$ cat config.mk
export PLATFORM = sky130hd
export DESIGN_NAME = mul4_fitness_eval
export DESIGN_NICKNAME = d
export VERILOG_FILES = /design/src/rtl/mul4_eval_pkg.sv /design/src/rtl/mul4_fitness_eval_popcount16.sv /design/src/rtl/mul4_fitness_eval.sv
export SDC_FILE = /design/constraint.sdc
export NUM_CORES = 1
export LEC_CHECK = 0
export BUFFER_PORTS_ARGS = -buffer_cell sky130_fd_sc_hd__buf_4
export CAP_MARGIN = 5
export CORE_MARGIN = 4
export CORE_UTILIZATION = 62
export CTS_BUF_LIST = sky130_fd_sc_hd__clkbuf_8
export DETAILED_ROUTE_END_ITERATION = 16
export GPL_TIMING_DRIVEN = 0
export PLACE_DENSITY_LB_ADDON = 0.15
export SETUP_SLACK_MARGIN = 0.5
export SLEW_MARGIN = 20
export SYNTH_ARGS = -nofsm -noshare
export SYNTH_HDL_FRONTEND = slang
export SYNTH_SLANG_ARGS = --single-unit
$ cat constraint.sdc
create_clock -name clk -period 11.25 [get_ports clk]
set_input_delay 2.25 -clock clk [delete_from_list [all_inputs] [get_ports clk]]
set_output_delay 2.25 -clock clk [all_outputs]
set_load 0.05 [all_outputs]
$ cat src/rtl/mul4_eval_pkg.sv
// rtl/mul4_eval_pkg.sv - shared constants, state type and reference planes for the 2x2 multiplier evaluator
package mul4_eval_pkg;

   localparam int LANES  = 16;
   localparam int PLANES = 4;

   typedef enum logic [2:0] {IDLE, LOAD, WAIT, SCORE, FIN} state_t;

   // Plane j bit i holds bit j of lane index (i+k) mod 16, packed as {a1,a0,b1,b0}.
   function automatic logic [PLANES*LANES-1:0] operand_planes(input logic [3:0] k);
      logic [3:0] idx;
      operand_planes = '0;
      for (int i = 0; i < LANES; i++) begin
         idx = 4'(i) + k;
         for (int j = 0; j < PLANES; j++) operand_planes[j*LANES + i] = idx[j];
      end
   endfunction

   // Expected product planes packed as {g3,g2,g1,g0} for round k.
   function automatic logic [PLANES*LANES-1:0] golden_planes(input logic [3:0] k);
      logic [3:0] idx;
      logic [3:0] prod;
      golden_planes = '0;
      for (int i = 0; i < LANES; i++) begin
         idx  = 4'(i) + k;
         prod = {2'b00, idx[3:2]} * {2'b00, idx[1:0]};
         for (int p = 0; p < PLANES; p++) golden_planes[p*LANES + i] = prod[p];
      end
   endfunction

endpackage

$ cat src/rtl/mul4_fitness_eval_popcount16.sv
// rtl/mul4_fitness_eval_popcount16.sv - combinational 16-bit population count
module popcount16 (
   input  logic [15:0] data,
   output logic [4:0]  count
);

   always_comb begin
      count = '0;
      for (int i = 0; i < 16; i++) count = count + 5'(data[i]);
   end

endmodule

$ cat src/rtl/mul4_fitness_eval.sv
// rtl/mul4_fitness_eval.sv - scores a bit-sliced 2x2 multiplier candidate over ROUNDS rotated lane sets
module mul4_fitness_eval
   import mul4_eval_pkg::*;
#(
   parameter int ROUNDS   = 4,
   parameter int CAND_LAT = 0,
   parameter int SW       = $clog2(64*ROUNDS+1)
) (
   input  logic          clk,
   input  logic          rst,
   input  logic          start,
   output logic          busy,
   output logic          done,
   output logic [15:0]   a1,
   output logic [15:0]   a0,
   output logic [15:0]   b1,
   output logic [15:0]   b0,
   input  logic [15:0]   y3,
   input  logic [15:0]   y2,
   input  logic [15:0]   y1,
   input  logic [15:0]   y0,
   output logic [SW-1:0] score,
   output logic          perfect
);

   localparam int MAX_SCORE = LANES*PLANES*ROUNDS;

   state_t                    state;
   logic [3:0]                k;
   logic [2:0]                wcnt;
   logic [1:0]                p;
   logic [PLANES*LANES-1:0]   ycap;
   logic [PLANES*LANES-1:0]   gold;
   logic [PLANES*LANES-1:0]   ops;
   logic [LANES-1:0]          match;
   logic [4:0]                pc;

   assign gold  = golden_planes(k);
   assign ops   = operand_planes(k);
   assign match = ~(ycap[p*LANES +: LANES] ^ gold[p*LANES +: LANES]);

   // One counter serves all four planes; p walks the planes during SCORE.
   popcount16 u_popcount (
      .data  (match),
      .count (pc)
   );

   assign busy    = (state != IDLE);
   assign perfect = (score == SW'(MAX_SCORE));

   always_ff @(posedge clk) begin
      if (rst) begin
         state            <= IDLE;
         k                <= '0;
         wcnt             <= '0;
         p                <= '0;
         score            <= '0;
         done             <= 1'b0;
         ycap             <= '0;
         {a1, a0, b1, b0} <= '0;
      end else begin
         done <= 1'b0;
         case (state)
            IDLE: begin
               if (start) begin
                  score <= '0;
                  k     <= '0;
                  state <= LOAD;
               end
            end
            LOAD: begin
               {a1, a0, b1, b0} <= ops;
               wcnt             <= '0;
               state            <= WAIT;
            end
            WAIT: begin
               if (wcnt == 3'(CAND_LAT)) begin
                  ycap  <= {y3, y2, y1, y0};
                  p     <= '0;
                  state <= SCORE;
               end else begin
                  wcnt <= wcnt + 3'd1;
               end
            end
            SCORE: begin
               score <= score + SW'(pc);
               if (p == 2'd3) begin
                  if (k == 4'(ROUNDS-1)) begin
                     done  <= 1'b1;
                     state <= FIN;
                  end else begin
                     k     <= k + 4'd1;
                     state <= LOAD;
                  end
               end else begin
                  p <= p + 2'd1;
               end
            end
            FIN: begin
               {a1, a0, b1, b0} <= '0;
               state            <= IDLE;
            end
            default: state <= IDLE;
         endcase
      end
   end

endmodule

==> results of run 1 <==
==> layout make-up <==
class	instances	area [um2]	area share (%)
repair buffers	141	1060	12.5
multi-input cells	579	3940	46.6
inverters	23	86.3	1.02
flip-flops and latches	116	2320	27.5
clock inverters	13	144	1.70
clock buffers	18	248	2.93
well taps	140	175	2.07
plain buffers	89	483	5.71
==> power by group through the flow <==
stage,Clock (mW),Combinational [mW],Sequential (mW)
2_1_floorplan,0,0.354,0.485
3_3_place_gp,0,0.486,0.459
3_5_place_dp,0,0.513,0.461
4_1_cts,0.387,0.516,0.452
5_1_grt,0.405,0.575,0.454
6_report,0.388,0.512,0.452
==> per-layer routing <==
layer | vias up | wire [um] | global-route usage [%]
li1 | 3041 | - | -
met1 | 3003 | 7470 | 36.3
met2 | 296 | 9610 | 54.0
met3 | 38 | 1490 | 5.45
met4 | 0 | 518 | 11.8
met5 | - | 0 | 0
==> through the flow <==
stage | power, mW | utilization (%) | hold slack (ns) | cells | setup WS [ns]
after global routing | 1.43 | 78.3 | 0.470 | 1119 | 2.48
after floorplan | 0.839 | - | 0.433 | 807 | 4.15
after global placement | 0.945 | 74.7 | 0.440 | 1088 | 3.25
after CTS | 1.36 | 78.3 | 0.456 | 1119 | 3.03
after detailed placement | 0.974 | 74.7 | 0.447 | 1088 | 3.05
final | 1.35 | 78.3 | 0.456 | 1119 | 3.00
==> cells by family after synthesis <==
kind of cell / Yosys count / synth area share [%]
AOI/OAI and AO/OA: 167 / 14.7
xor gates and xnor gates: 39 / 5.00
adders and majority gates: 64 / 12.9
buffers and inverters: 112 / 8.34
DFF: 116 / 34.0
muxes: 35 / 8.46
and+or+nand+nor: 274 / 16.5
==> cells in the mapped netlist, types with 2 or more instances <==
cell / number / area, um2
nand2_1: 146 / 548
dfxtp_1: 116 / 2320
a21oi_1: 100 / 500
nor2_1: 91 / 342
ha_1: 53 / 663
clkbuf_1: 36 / 135
buf_4: 34 / 255
a22oi_1: 31 / 233
xnor2_1: 22 / 193
inv_1: 21 / 78.8
mux4_2: 18 / 405
xor2_1: 17 / 149
mux2i_1: 15 / 150
buf_2: 11 / 55.1
fa_1: 11 / 220
a221oi_1: 10 / 87.6
o21ai_0: 8 / 40.0
and2_1: 7 / 43.8
buf_1: 7 / 26.3
nor3_1: 7 / 35.0
a211oi_1: 6 / 45.0
nand3_1: 4 / 20.0
and3_1: 3 / 18.8
nand2b_1: 3 / 18.8
or3_1: 3 / 18.8
a21o_1: 2 / 15.0
and4b_1: 2 / 20.0
mux2_2: 2 / 22.5
nor2b_1: 2 / 12.5
==> state kept, by name, summed over array words and instances, names as in the netlist <==
| signal | flops |
|---|---|
| k | 4 |
| b0 | 2 |
| state | 3 |
| wcnt | 3 |
| b1 | 4 |
| a1 | 16 |
| ycap | 64 |
| done | 1 |
| p | 2 |
| score | 9 |
| a0 | 8 |
==> layout by cell type, fill, tap and decap left out, drive strengths merged, types with 2 or more instances in the layout <==
| master | count |
|---|---|
| a211oi | 6 |
| a21o | 2 |
| a21oi | 100 |
| a221oi | 10 |
| a22oi | 31 |
| and2 | 7 |
| and3 | 3 |
| and4b | 2 |
| buf | 194 |
| bufinv | 3 |
| clkbuf | 54 |
| clkinv | 5 |
| clkinvlp | 3 |
| dfxtp | 116 |
| fa | 11 |
| ha | 53 |
| inv | 25 |
| mux2 | 2 |
| mux2i | 15 |
| mux4 | 18 |
| nand2 | 146 |
| nand2b | 3 |
| nand3 | 4 |
| nor2 | 91 |
| nor2b | 2 |
| nor3 | 7 |
| o21ai | 8 |
| or3 | 3 |
| xnor2 | 22 |
| xor2 | 17 |
==> worst max path at each step <==
stage	end	slack, ns	startpoint	cells after the start
after floorplan	score[6]	4.15	k[1]	24
after detailed placement	score[5]	3.05	k[1]	24
after global routing	score[5]	2.48	k[1]	24
after global placement	score[6]	3.25	k[1]	24
after CTS	score[5]	3.03	k[1]	24
final	score[5]	3.00	k[1]	24
==> worst max-delay path, delay by kind of cell (launching register included) <==
| family | cells | cell delay (ns) |
|---|---|---|
| adders and majority gates | 10 | 4.21 |
| buffers and inverters | 5 | 1.36 |
| muxes | 2 | 0.89 |
| AOI/OAI and AO/OA | 2 | 0.52 |
| DFF | 1 | 0.44 |
| xor gates and xnor gates | 2 | 0.39 |
| and+or+nand+nor | 3 | 0.38 |
==> flow_metrics.tcl, run 1 <==
set metrics [dict create \
    dieArea_mm2 0.0128 \
    clock-root-buffer "clkbuf_8" \
    ctsLongestPathBuffers 2 \
    core_area_mm2 0.0108 \
    async_reset_ff_share_pct 0 \
    grt_start_max_net_pins 17 \
    antenna_left 0 \
    power_frac_seq_pct 33.4 \
    grt_pass1_wl_mm 31.1 \
    r2r_setup_slack_ns 3.00 \
    viasPerCell 5.70 \
    cts_setup_buffers 0 \
    drc 0 \
    hold_viol_final 0 \
    finalSetupViolations 0 \
    ys_ff_latch 116 \
    combPwrFrac_pct 37.9 \
    worst_path_most_repeated_cell "fa_1" \
    drv_cap 0 \
    clkPwrFrac_pct 28.7 \
    final_nets 1098 \
    min_period_ns 8.25 \
    cts_buffers 17 \
    syn2layout_area_growth_pct 23.8 \
    ys_seq_area_share_pct 34.0 \
    slew_headroom_pct 56.1 \
    slowest_delay_ns 0.54 \
    drt_iter0_markers 451 \
    cts-hold-fix-buffers 0 \
    netlist-cell-type-count 48 \
    power_leakage_nw 3.72 \
    rows 38 \
    worstSetupEndpointType "register" \
    r2r_start "k[1]" \
    gp_congestion 0.915 \
    first_global_vias 6331 \
    p_sw_share_pct 36.0 \
    routed_wl_mm 19.1 \
    slew_viol_final 0 \
    min_from "ycap[49]" \
    cell_internal_pwr_mw 0.865 \
    htree_levels 4 \
    numPortBuffers 141 \
    dpl_cell_area_mm2 0.00806 \
    dp_hpwl_mm 14.9 \
    fill_cells 792 \
    crit_chain "clkbuf_1 -> inv_1 -> ha_1 -> clkbuf_1 -> inv_1 -> nor2_1 -> ha_1 -> mux4_2 -> xnor2_1 -> ha_1 -> inv_1 -> fa_1 -> fa_1 -> fa_1 -> fa_1 -> fa_1 -> fa_1 -> xnor2_1 -> ha_1 -> a21oi_1 -> nand2_1 -> a41oi_1 -> mux2_2 -> nor2_1" \
    yosys_most_used_dff "dfxtp_1" \
    reg2reg_depth 24 \
    fin_setup_tns_ns 0 \
    initial_utilization_pct 63.3 \
    chipWidth_um 113 \
    overflow 0 \
    die-height_um 113 \
    diodes 0 \
    io_pins 143 \
    finClkSkew_ns 0.0107 \
    worst_pin_slew_ns 0.658 \
    p_switching_mw 0.486 \
    cp.arrival_ns 8.63 \
    clk_pin_slew_ns 0.07 \
    slowest_stage "fa_1" \
    syn_inst 807 \
    post_cts_resized 0 \
    finish.instance_area_mm2 0.00845 \
    startpoint_type "register" \
    final_layout_size_suffix_gt1_share_pct 24.3 \
    hold_depth 2 \
    period_share_pct 73.3 \
    min_path_type "reg2reg" \
    synth_nets 938 \
    vdd_ir_drop_max_v 0.000118 \
    path_class "reg2reg" \
    synth_edf_count 0 \
    cellPowerDensity_mw_per_mm2 160 \
    syn_area_mm2 0.00683 \
    firstDrtPassIters 5 \
    numClockSinks 116 \
    wire_per_inst_um 17.1 \
    yosysWarnings 0 \
    path_max_fanout 10 \
    hold_end "ycap[49]" \
    vias 6378 \
    clock_latency_ns 0.45 \
    r2r-end "score[5]" \
    syn_area_per_cell_um2 8.46 \
    status "complete, no violations" \
    track_usage_pct 30.3 \
    crit_required_ns 11.63 \
    antenna_found_initial 0 \
    max_freq_ghz 0.121 \
    cts_tree "built" \
    rsz0062_at_grt "no" \
]
Power figures use the tool's default switching activity.
==> run 2: changes to the inputs <==
ABC_AREA = 1   (was not set)
CORE_UTILIZATION = 57   (was 62)
clock period = 7.9 ns   (was 11.25 ns; I/O delays follow)
==> flow_metrics.tcl, run 2 <==
set metrics [dict create \
    synth_nets 1152 \
    period_share_pct 88.4 \
    synth_edf_count 0 \
    finish.instance_area_mm2 0.00878 \
    async_reset_ff_share_pct 0 \
    overflow 0 \
    ys_ff_latch 116 \
    chipWidth_um 119 \
    syn_inst 1021 \
    min_period_ns 6.98 \
    met2_usage_pct 45.8 \
    cp.arrival_ns 7.32 \
    synth_top_area_share_pct 32.9 \
    drc 0 \
    finalSetupViolations 0 \
    clock_latency_ns 0.45 \
    cts_setup_buffers 0 \
    rows 40 \
    worstSetupEndpointType "register" \
    drv_cap 0 \
    status "complete, no violations" \
    synthTopCellsByArea "dfxtp_1 33%, nor2_1 12%, nand2_1 9.5%, ha_1 9.4%, o21ai_0 8.1%" \
    path_class "reg2reg" \
    numPortBuffers 141 \
    routed_wl_mm 19.4 \
    syn2layout_area_growth_pct 24.5 \
    firstDrtPassIters 5 \
    setup_ws_ns 0.920 \
    wire_per_inst_um 14.3 \
    dpl_cell_area_mm2 0.00832 \
    busiest_layer "met2" \
    min_path_type "reg2reg" \
    worst_pin_slew_ns 0.585 \
    yosysWarnings 0 \
    dieArea_mm2 0.0142 \
    hold_depth 2 \
    vias 7152 \
    hold_end "ycap[6]" \
    grt_pass1_wl_mm 31.5 \
    fin_setup_tns_ns 0 \
    drt_iter0_markers 459 \
    min_from "ycap[6]" \
    antenna_found_initial 0 \
    grt_start_max_net_pins 17 \
    use_met1_pct 33.4 \
    final_layout_size_suffix_gt1_share_pct 21.1 \
    syn_area_per_cell_um2 6.90 \
    r2r_setup_slack_ns 0.92 \
    yosys-top-cells-count "232 x nor2_1, 179 x nand2_1, 116 x dfxtp_1" \
    rsz0062_at_grt "no" \
    r2r-end "score[7]" \
    layout_commonest_cell "nor2_1" \
    hold_viol_final 0 \
    crit_required_ns 8.24 \
    path_max_fanout 10 \
    largest_register "ycap" \
    ctsLongestPathBuffers 2 \
    syn_area_mm2 0.00705 \
    dp_hpwl_mm 14.9 \
    r2r_start "k[0]" \
    diodes 0 \
    core_area_mm2 0.0121 \
    initial_utilization_pct 58.4 \
    final_cell_mix "231 x nor2_1, 179 x nand2_1, 179 x buf_4" \
    final_cells 1361 \
    max_freq_ghz 0.143 \
    slew_viol_final 0 \
    slew_headroom_pct 61.0 \
    die-height_um 119 \
    startpoint_type "register" \
    gr-usage-met3_pct 5.70 \
    reg2reg_depth 27 \
    antenna_left 0 \
    cts-hold-fix-buffers 0 \
    ys_seq_area_share_pct 32.9 \
    netlist-cell-type-count 35 \
    cts_tree "built" \
    yosys.cell_count.top_type "nor2_1" \
    first_global_vias 6595 \
    track_usage_pct 27.4 \
    dp.cells 1330 \
    preCtsSetupSlack_ns 0.629 \
    htree_levels 4 \
    io_pins 143 \
    gp_congestion 0.942 \
    yosys.area.top_type "dfxtp_1" \
    finClkSkew_ns 0.0120 \
    numClockSinks 116 \
    clock-root-buffer "clkbuf_8" \
    yosys_most_used_dff "dfxtp_1" \
    cts_buffers 17 \
    largest_register_ffs 64 \
    final_nets 1312 \
    clk_pin_slew_ns 0.07 \
    viasPerCell 5.25 \
]
==> run 2: what timing repair did <==
| item | in CTS | in global routing |
|---|---|---|
| setup endpoints to repair | 0 | 7 |
| gates resized for setup | 0 | 7 |
| hold endpoints to repair | 0 | 0 |
==> run 2: critical path, cell delays in order (launching register included) <==
cell	delay [ns]
dfxtp_1	0.33
inv_1	0.14
buf_1	0.37
ha_1	0.31
clkbuf_2	0.20
inv_1	0.20
nor2_1	0.08
ha_1	0.28
o21ai_0	0.26
nand2_1	0.09
nand2_1	0.06
nand2_1	0.05
ha_1	0.26
inv_1	0.05
fa_1	0.50
fa_1	0.51
fa_1	0.52
fa_1	0.52
fa_1	0.48
fa_1	0.41
xnor2_1	0.21
ha_1	0.30
a21oi_1	0.20
nand2_1	0.14
nand2_1	0.09
o21ai_0	0.12
a21boi_1	0.15
nor2_1	0.06
==> run 2: worst max-delay path by stage <==
| stage | start | endpoint | slack (ns) | depth (start not counted) |
|---|---|---|---|---|
| after global routing | k[0] | score[7] | 0.51 | 28 |
| after floorplan | k[1] | score[8] | 1.38 | 27 |
| after detailed placement | k[1] | score[7] | 0.63 | 27 |
| after global placement | k[1] | score[8] | 0.71 | 27 |
| after CTS | k[1] | score[7] | 0.55 | 27 |
| final | k[0] | score[7] | 0.92 | 27 |
==> run 2: stage by stage <==
stage	hold slack [ns]	utilization, %
floorplan	0.425	-
global placement	0.434	69.0
detailed placement	0.442	69.0
CTS	0.452	72.7
global route	0.485	72.8
finish	0.450	72.8
==> run 2: per-layer routing <==
metal	routed length, um	vias to the layer above
li1	-	3586
met1	8040	3224
met2	9120	287
met3	1530	55
met4	748	0
met5	0	-
==> run 2: logic make-up (layout without fill, tap and decap cells) <==
logic type | count (synthesis) | after routing | synth area share (%)
AOI/OAI and AO/OA | 209 | 209 | 15.5
and+or+nand+nor | 457 | 457 | 25.7
xor gates and xnor gates | 18 | 18 | 2.24
buffers and inverters | 157 | 329 | 11.1
DFF | 116 | 116 | 32.9
adders and majority gates | 64 | 64 | 12.5
==> run 2: cell type report <==
class	count	area, um2
buffer	91	536
clock buffer	20	275
clock inverter	11	181
fill	1018	3280
inverter	66	248
multi-input combinational	748	3950
sequential	116	2320
tap	168	210
timing repair buffer	141	1060
Power of run 2 is not shown: default switching activity piles up to over one toggle a cycle in this logic, so the estimate is an artifact.
